===== src/rtl/uart_frame_ctrl_pkg.sv =====
// uart_frame_ctrl_pkg: shared FSM states and watchdog preset arithmetic for the frame controller
package uart_frame_ctrl_pkg;
  typedef enum logic [1:0] {S_OFF, S_IDLE, S_RECV, S_CLOSE} state_e;
  localparam int PROD_W = 12;
  function automatic logic [PROD_W-1:0] idle_bits(input logic [7:0] chars, input logic [3:0] bits);
    return PROD_W'(chars) * PROD_W'(bits);
  endfunction
endpackage


===== src/rtl/uart_frame_ctrl_baud_tick.sv =====
// uart_frame_ctrl_baud_tick: one-cycle tick every div_i clocks while enabled, phase restarts on enable
module uart_frame_ctrl_baud_tick #(
  parameter int DIV_W = 16
) (
  input  logic             clk,
  input  logic             rstn,
  input  logic             en_i,
  input  logic [DIV_W-1:0] div_i,
  output logic             tick_o
);
  logic [DIV_W-1:0] cnt_q;
  assign tick_o = en_i && (cnt_q == div_i - 1'b1);
  always_ff @(posedge clk or negedge rstn)
    if (!rstn) cnt_q <= '0;
    else cnt_q <= (!en_i || tick_o) ? '0 : cnt_q + 1'b1;
endmodule


===== src/rtl/uart_frame_ctrl.sv =====
// uart_frame_ctrl: delimits UART RX bytes into idle-gap frames using an external watchdog
module uart_frame_ctrl
  import uart_frame_ctrl_pkg::*;
#(
  parameter int LEN_W = 16,
  parameter int DIV_W = 16
) (
  input  logic             clk,
  input  logic             rstn,
  input  logic             cfg_en,
  input  logic [DIV_W-1:0] cfg_baud_div,
  input  logic [3:0]       cfg_bits_char,
  input  logic [7:0]       cfg_idle_chars,
  input  logic             rx_valid,
  input  logic             rx_err,
  output logic             wd_en,
  output logic [31:0]      wd_preset,
  output logic             wd_monitor,
  output logic             wd_cnt_pulse,
  input  logic             wd_state,
  input  logic             wd_inactive,
  output logic             frm_valid,
  input  logic             frm_ready,
  output logic [LEN_W-1:0] frm_len,
  output logic             frm_err,
  output logic             frm_ovf,
  output logic             frm_abort
);
  state_e state_q;
  logic [PROD_W-1:0] preset_q;
  logic [DIV_W-1:0] div_q;
  logic [LEN_W-1:0] len_q, pend_len_q, frm_len_q, src_len, add_len;
  logic err_q, ovf_q, pend_err_q, pend_ovf_q, src_err, src_ovf, add_err, add_ovf;
  logic frm_valid_q, frm_err_q, frm_ovf_q, frm_abort_q;
  assign wd_en = state_q != S_OFF;
  assign wd_preset = {{(32 - PROD_W){1'b0}}, preset_q};
  assign wd_monitor = rx_valid & wd_en;
  assign frm_valid = frm_valid_q;
  assign frm_len = frm_len_q;
  assign frm_err = frm_err_q;
  assign frm_ovf = frm_ovf_q;
  assign frm_abort = frm_abort_q;
  // one saturating adder serves the live frame (RECV) and the pending frame (CLOSE)
  assign src_len = (state_q == S_CLOSE) ? pend_len_q : len_q;
  assign src_err = (state_q == S_CLOSE) ? pend_err_q : err_q;
  assign src_ovf = (state_q == S_CLOSE) ? pend_ovf_q : ovf_q;
  assign add_len = (rx_valid && !(&src_len)) ? src_len + 1'b1 : src_len;
  assign add_err = src_err | (rx_valid & rx_err);
  assign add_ovf = src_ovf | (rx_valid & (&src_len));
  uart_frame_ctrl_baud_tick #(.DIV_W(DIV_W)) u_tick (
    .clk(clk), .rstn(rstn), .en_i(wd_en), .div_i(div_q), .tick_o(wd_cnt_pulse)
  );
  always_ff @(posedge clk or negedge rstn) begin
    if (!rstn) begin
      state_q <= S_OFF;
      preset_q <= '0;
      div_q <= '0;
      len_q <= '0;
      err_q <= 1'b0;
      ovf_q <= 1'b0;
      pend_len_q <= '0;
      pend_err_q <= 1'b0;
      pend_ovf_q <= 1'b0;
      frm_valid_q <= 1'b0;
      frm_len_q <= '0;
      frm_err_q <= 1'b0;
      frm_ovf_q <= 1'b0;
      frm_abort_q <= 1'b0;
    end else begin
      case (state_q)
        S_OFF: if (cfg_en) begin
          preset_q <= idle_bits(cfg_idle_chars, cfg_bits_char);
          div_q <= (cfg_baud_div == '0) ? DIV_W'(1) : cfg_baud_div;
          state_q <= S_IDLE;
        end
        S_IDLE: if (!cfg_en) state_q <= S_OFF;
        else if (rx_valid) begin
          len_q <= LEN_W'(1);
          err_q <= rx_err;
          ovf_q <= 1'b0;
          state_q <= S_RECV;
        end
        S_RECV: if (!cfg_en || wd_inactive) begin
          frm_valid_q <= 1'b1;
          frm_len_q <= add_len;
          frm_err_q <= add_err;
          frm_ovf_q <= add_ovf;
          frm_abort_q <= !cfg_en;
          state_q <= S_CLOSE;
        end else begin
          len_q <= add_len;
          err_q <= add_err;
          ovf_q <= add_ovf;
        end
        S_CLOSE: if (!frm_ready) begin
          pend_len_q <= add_len;
          pend_err_q <= add_err;
          pend_ovf_q <= add_ovf;
        end else if (add_len == '0) begin
          frm_valid_q <= 1'b0;
          state_q <= cfg_en ? S_IDLE : S_OFF;
        end else begin
          pend_len_q <= '0;
          pend_err_q <= 1'b0;
          pend_ovf_q <= 1'b0;
          // a still-running burst resumes live counting; an already-idle one becomes the next descriptor
          if (cfg_en && wd_state) begin
            len_q <= add_len;
            err_q <= add_err;
            ovf_q <= add_ovf;
            frm_valid_q <= 1'b0;
            state_q <= S_RECV;
          end else begin
            frm_len_q <= add_len;
            frm_err_q <= add_err;
            frm_ovf_q <= add_ovf;
            frm_abort_q <= !cfg_en;
          end
        end
      endcase
    end
  end
endmodule


===== config.mk =====
export PLATFORM = sky130hd
export DESIGN_NAME = uart_frame_ctrl
export DESIGN_NICKNAME = d
export VERILOG_FILES = /design/src/rtl/uart_frame_ctrl_pkg.sv /design/src/rtl/uart_frame_ctrl_baud_tick.sv /design/src/rtl/uart_frame_ctrl.sv
export SDC_FILE = /design/constraint.sdc
export NUM_CORES = 1
export LEC_CHECK = 0
export ABC_AREA = 1
export BUFFER_PORTS_ARGS = -buffer_cell sky130_fd_sc_hd__clkbuf_2
export CORE_MARGIN = 2
export CORE_UTILIZATION = 50
export CTS_CLUSTER_SIZE = 28
export DETAILED_ROUTE_END_ITERATION = 6
export PLACE_DENSITY = 0.67
export SKIP_LAST_GASP = 1
export SLEW_MARGIN = 20
export SYNTH_ARGS = -nofsm -noshare
export SYNTH_HDL_FRONTEND = slang
export SYNTH_SLANG_ARGS = --single-unit

===== constraint.sdc =====
create_clock -name clk -period 4.23 [get_ports clk]
set_input_delay 0 -clock clk [delete_from_list [all_inputs] [get_ports clk]]
set_output_delay 0 -clock clk [all_outputs]
set_load 0.01 [all_outputs]

==> results of run 1 <==
[sequential cells by signal, indices dropped and copies added (netlist names), 2 cells and up]
signal        count
len_q            16
frm_len          16
preset_q         12
state_q           2
pend_len_q       16
u_tick.cnt_q     16
div_q            16
[critical path, stage by stage, from the launching register on]
cell,delay (ns)
dfrtp_1,0.55
nand2_4,0.16
nand2_1,0.09
nand2_1,0.12
ha_1,0.28
inv_1,0.12
nor2_2,0.06
nand2_4,0.08
inv_2,0.04
nand2_4,0.14
nand2_2,0.20
nand2_1,0.11
nand2_1,0.14
nand2_1,0.12
nor2_2,0.05
nand2_1,0.10
nor2_4,0.07
o21ai_2,0.69
o22ai_1,0.16
[report_power, final]
part           switching, mW  internal, mW
registers              0.197          1.23
clock network          0.377         0.422
logic                   1.37         0.671
total                   1.94          2.32
[synthesized netlist by cell type, drive strengths merged]
master / count
nand2: 349
inv: 131
dfrtp: 102
nor2: 99
o21ai: 66
nand3: 63
buf: 37
xor2: 28
ha: 19
clkbuf: 18
o22ai: 17
fa: 12
xnor2: 12
nand4: 9
a21oi: 8
nor3: 8
a31oi: 4
nor4: 4
or2: 4
o21bai: 2
o31ai: 2
a211oi: 1
a221oi: 1
a22oi: 1
conb: 1
[per-stage QoR]
stage,total power [mW],setup WS [ns],area [um^2]
3_3_place_gp,3.44,0.796,7620
6_report,4.26,0.777,8120
3_5_place_dp,3.46,0.807,7620
4_1_cts,4.29,0.799,8120
2_1_floorplan,3.10,1.21,7400
5_1_grt,4.64,0.496,8120
[cell type report]
type,instances,area [um^2]
clock buffer,13,250
clock inverter,3,26.3
fill,1412,6310
inverter,131,492
multi-input combinational,729,3940
sequential,102,2550
tap,184,230
timing repair buffer,99,626
[cell families (layout without fill, tap and decap cells)]
group | count (synthesis) | in the layout | synth area share
other | 1 | 20 | 0.000512
xor gates and xnor gates | 40 | 40 | 0.0478
adders and majority gates | 31 | 31 | 0.0652
DFF | 102 | 102 | 0.348
buffers and inverters | 186 | 246 | 0.124
AOI/OAI and AO/OA | 102 | 102 | 0.0814
and+or+nand+nor | 536 | 536 | 0.332
[per-layer routing]
metal | up-vias | routed length (um) | GRT usage
met5 | - | 0 | 0
met4 | 0 | 500 | 0.0752
met3 | 33 | 821 | 0.0509
met2 | 160 | 8420 | 0.391
met1 | 2906 | 7260 | 0.276
li1 | 3217 | - | -
[placed cells by master, fill, tap and decap left out, types with 10 or more instances in the layout]
| cell type | Yosys | routed |
|---|---|---|
| o21ai_2 | 11 | 11 |
| nor2_1 | 82 | 81 |
| o22ai_1 | 17 | 17 |
| ha_1 | 19 | 19 |
| inv_1 | 128 | 128 |
| xor2_1 | 28 | 28 |
| nand2_4 | 10 | 10 |
| fa_1 | 12 | 12 |
| o21ai_0 | 42 | 42 |
| dlygate4sd3_1 | 0 | 22 |
| o21ai_1 | 13 | 13 |
| nand2_2 | 32 | 32 |
| nand3_1 | 60 | 60 |
| nand2_1 | 307 | 307 |
| clkbuf_2 | 1 | 69 |
| conb_1 | 1 | 20 |
| dfrtp_1 | 102 | 102 |
| xnor2_1 | 12 | 12 |
[worst paths after layout]
kind,to,depth (start not counted)
max,pend_ovf_q,18
min,err_q,3
max reg2reg,pend_ovf_q,18
min reg2reg,frm_valid,2
max in group asynchronous,frm_len[5],3
min in group asynchronous,frm_len[14],2
==> flow_metrics.env, run 1 <==
export IMPL_skew_ns=0.0129
export IMPL_ctsHoldBuffers=22
export IMPL_syn_cell_area_um2=7330
export IMPL_coreArea_um2=14400
export IMPL_synth_seq_cells=102
export IMPL_grt_pass1_wl_um=28900
export IMPL_hold_viol_final=0
export IMPL_slew_violations=0
export IMPL_fin_cells=1261
export IMPL_min_delay_start="rx_err"
export IMPL_die_area_um2=15600
export IMPL_clock_fmax_ghz=0.290
export IMPL_post_cts_resized=0
export IMPL_path_class="flip-flop to flip-flop"
export IMPL_grt_pass1_vias=6063
export IMPL_drv_cap=0
export IMPL_routed_via_count=6316
export IMPL_clkTransAtPathRegs_ns=0.07
export IMPL_fin_setup_tns_ns=0
export IMPL_fp_dieW_um=125
export IMPL_power_leakage_nw=4.24
export IMPL_outcome="completed"
export IMPL_dp_cells=1223
export IMPL_critPathArrivalTime_ns=3.64
export IMPL_path_max_fanout=18
export IMPL_post_drt_wl_per_cell_um=13.5
export IMPL_syn_avg_cell_area_um2=7.34
export IMPL_synth_area_top_cells="dfrtp_1 35%, nand2_1 16%, inv_1 6.6%"
export IMPL_worst_pin_slew_ns=0.933
export IMPL_htree_levels=3
export IMPL_hpwlAfterDp_um=12700
export IMPL_area_delta_synth_final_pct=10.7
export IMPL_final_layout_size_suffix_gt1_frac=0.160
export IMPL_ant_nets=0
export IMPL_slew_headroom=0.378
export IMPL_yosysUniqueCellTypes=40
export IMPL_grt_max_degree=74
export IMPL_nets=1139
export IMPL_end_kind="flip-flop"
export IMPL_cts_path_max_buffers=2
export IMPL_fin_util=0.563
export IMPL_wl_um=17000
export IMPL_io_pins=91
export IMPL_critPathRequiredTime_ns=4.41
export IMPL_clk_latency_ns=0.35
export IMPL_viasPerCell=5.01
export IMPL_ir_worst_vdd_mv=0.347
export IMPL_drc_errors=0
export IMPL_finalCritPeriodShare=0.816
export IMPL_crit_path_start="state_q[0]"
export IMPL_drt_first_pass_iters=5
export IMPL_rows=44
export IMPL_p_per_area_nw_per_um2=525
export IMPL_track_usage=0.225
export IMPL_r2r_start="state_q[0]"
export IMPL_initial_core_util=0.508
export IMPL_synth_top_area_share=0.348
export IMPL_drt_iter0_drc=316
export IMPL_setup_violations_final=0
export IMPL_syn_inst=998
export IMPL_grt_antenna_before_repair=0
export IMPL_grt_ovfl_total=0
export IMPL_cts_buffers=9
export IMPL_rsz0062_at_grt="false"
export IMPL_portBuffers=70
export IMPL_finalCriticalPeriod_ns=3.45
export IMPL_hold_ws_ns=0.0140
export IMPL_r2r_setup_slack_ns=0.78
export IMPL_root_buffer="clkbuf_16"
export IMPL_n_antenna_cell=0
export IMPL_startpoint_type="flip-flop"
export IMPL_seq_area_frac_synth=0.348
export IMPL_post_cts_setup_buffers=0
export IMPL_synth_top_area_cell="dfrtp_1"
export IMPL_cts_tree="done"
export IMPL_die_y_um=125
export IMPL_hold_path_class="input pin to flip-flop"
export IMPL_place_gp_congestion=0.921
export IMPL_clock_sinks=102
export IMPL_synth_warnings=0
Note: power is estimated with default switching activity, not from simulation.
==> run 2: changes to the inputs <==
- clock period: 4.23 -> 3.2 ns (I/O delays scaled with it)
==> flow_metrics.env, run 2 (synthesis gave the netlist of run 1 again) <==
export IMPL_multi_input_area_um2=3960
export IMPL_clk_latency_ns=0.35
export IMPL_hold_path_class="input pin to flip-flop"
export IMPL_worst_pin_slew_ns=0.814
export IMPL_grt_antenna_before_repair=0
export IMPL_post_drt_wl_per_cell_um=13.4
export IMPL_wl_met3_um=643
export IMPL_drv_cap=0
export IMPL_holdPathStages=3
export IMPL_initial_core_util=0.508
export IMPL_critPathMaxStageDelay_ns=0.47
export IMPL_clock_sinks=102
export IMPL_startpoint_type="flip-flop"
export IMPL_drt_iter0_drc=448
export IMPL_path_class="flip-flop to flip-flop"
export IMPL_final_area_um2=8470
export IMPL_place_gp_congestion=0.885
export IMPL_fin_util=0.587
export IMPL_rsz0062_at_grt="false"
export IMPL_cts_buffers=9
export IMPL_final_layout_size_suffix_gt1_frac=0.191
export IMPL_skew_ns=0.00796
export IMPL_coreArea_um2=14400
export IMPL_dr_max_layer_used="met4"
export IMPL_fp_dieW_um=125
export IMPL_crit_buf_inv=3
export IMPL_p_comb_frac=0.505
export IMPL_placed_area_um2=7910
export IMPL_ir_worst_vdd_mv=0.549
export IMPL_fill_cells=1368
export IMPL_wl_um=17400
export IMPL_outcome="completed"
export IMPL_crit_slowest_cell="dfrtp_2"
export IMPL_die_y_um=125
export IMPL_drc_errors=0
export IMPL_slew_violations=0
export IMPL_io_pins=91
export IMPL_ff_latch_area_um2=2550
export IMPL_critPathArrivalTime_ns=3.19
export IMPL_area_delta_synth_final_pct=15.6
export IMPL_crit_chain="buf_4 -> nand3_4 -> nand2_4 -> ha_1 -> inv_1 -> nor2_2 -> nand2_1 -> nor2_4 -> nand3_1 -> nand2_1 -> nand2_1 -> nor2_1 -> nand2_1 -> nor2_4 -> nand2_4 -> nand2_4 -> buf_4 -> nand2_1 -> o21ai_0"
export IMPL_internal_power_mw=3.39
export IMPL_grt_pass1_wl_um=29500
export IMPL_track_usage=0.231
export IMPL_final_common_cell="nand2_1"
export IMPL_n_antenna_cell=0
export IMPL_clkTransAtPathRegs_ns=0.07
export IMPL_grt_max_degree=62
export IMPL_setup_violations_final=0
export IMPL_hold_viol_final=0
export IMPL_swShare=0.438
export IMPL_power_leakage_nw=4.44
export IMPL_cp_top_family="simple AND/OR/NAND/NOR gates"
export IMPL_portBuffers=70
export IMPL_clock_fmax_ghz=0.342
export IMPL_cts_tree="done"
export IMPL_ant_nets=0
export IMPL_cts_path_max_buffers=2
export IMPL_viasPerCell=4.94
export IMPL_finalCritPeriodShare=0.914
export IMPL_wl_met1_um=7710
export IMPL_drt_first_pass_iters=4
export IMPL_path_max_fanout=10
export IMPL_p_per_area_nw_per_um2=713
export IMPL_htree_levels=3
export IMPL_reg2regPathDepth=19
export IMPL_finalCriticalPeriod_ns=2.92
export IMPL_cpMostUsedCell="nand2_1"
export IMPL_root_buffer="clkbuf_16"
export IMPL_fin_setup_tns_ns=0
export IMPL_routed_via_count=6402
export IMPL_rows=44
export IMPL_critPathRequiredTime_ns=3.46
export IMPL_route_met2_wl_um=8660
export IMPL_grt_pass1_vias=6134
export IMPL_nets=1173
export IMPL_hpwlAfterDp_um=13300
export IMPL_die_area_um2=15600
export IMPL_p_sw_mw=2.65
export IMPL_cp_depth=19
export IMPL_clkPwrFrac=0.181
export IMPL_slew_headroom=0.457
export IMPL_final_cell_mix="307 x nand2_1, 128 x inv_1, 100 x dfrtp_1"
export IMPL_grt_ovfl_total=0
export IMPL_seq_power_share=0.314
export IMPL_end_kind="flip-flop"
[run 2: changes by cell type in the layout (fill, tap and decap cells not counted), sizes merged]
cell    before  now
buf          8   42
clkinv       1    3
clkbuf      82   81
inv        133  132
[run 2: layout make-up]
cell class	instances	share of cell area
multi-input combinational	729	0.467
inverter	131	0.0580
tap	184	0.0272
sequential	102	0.302
clock buffer	12	0.0315
clock inverter	4	0.00325
timing repair buffer	133	0.111
[run 2: repair_timing]
action                                  CTS  global route
hold buffers                             22             0
buffers inserted                          0             3
endpoints found under the hold margin    79             0
gates resized for setup                   0             6
endpoints found under the setup margin    0            46
[run 2: power by group through the flow]
stage          Sequential [mW]  Combinational [mW]  Clock (mW)
2_1_floorplan             1.88                2.21           0
3_3_place_gp              1.91                2.93           0
3_5_place_dp              1.91                2.98           0
4_1_cts                   1.90                3.01        1.12
5_1_grt                   1.94                3.43        1.17
6_report                  1.89                3.05        1.09
[run 2: worst paths after layout]
kind,end,slack (ns),from
setup / recovery,frm_len[1],0.28,state_q[1]
hold / removal,err_q,0.02,rx_err
setup reg to reg,frm_len[1],0.28,state_q[1]
hold reg to reg,frm_valid,0.48,frm_valid
max in group asynchronous,div_q[11],2.13,rstn
min in group asynchronous,frm_len[10],0.25,rstn
[run 2: worst register-to-register path, cell delays in order (launching register included)]
cell and delay, ns:
dfrtp_2 0.47, buf_4 0.16, nand3_4 0.07, nand2_4 0.10
ha_1 0.18, inv_1 0.08, nor2_2 0.15, nand2_1 0.15
nor2_4 0.17, nand3_1 0.10, nand2_1 0.14, nand2_1 0.08
nor2_1 0.14, nand2_1 0.11, nor2_4 0.20, nand2_4 0.10
nand2_4 0.14, buf_4 0.17, nand2_1 0.06, o21ai_0 0.08
[run 2: layer usage]
layer,track usage,vias up
li1,-,3277
met1,0.299,2955
met2,0.399,142
met3,0.0372,28
met4,0.0686,0
met5,0,-
[run 2: through the flow]
step	cells	setup slack [ns]	hold WS (ns)	power [mW]
CTS	1292	0.0452	0.0115	6.03
global route	1295	0.0126	0.0514	6.54
floorplan	1017	0.180	-0.296	4.09
finish	1295	0.275	0.0186	6.04
global placement	1254	0.0235	0.119	4.85
detailed placement	1254	-0.0249	0.124	4.89
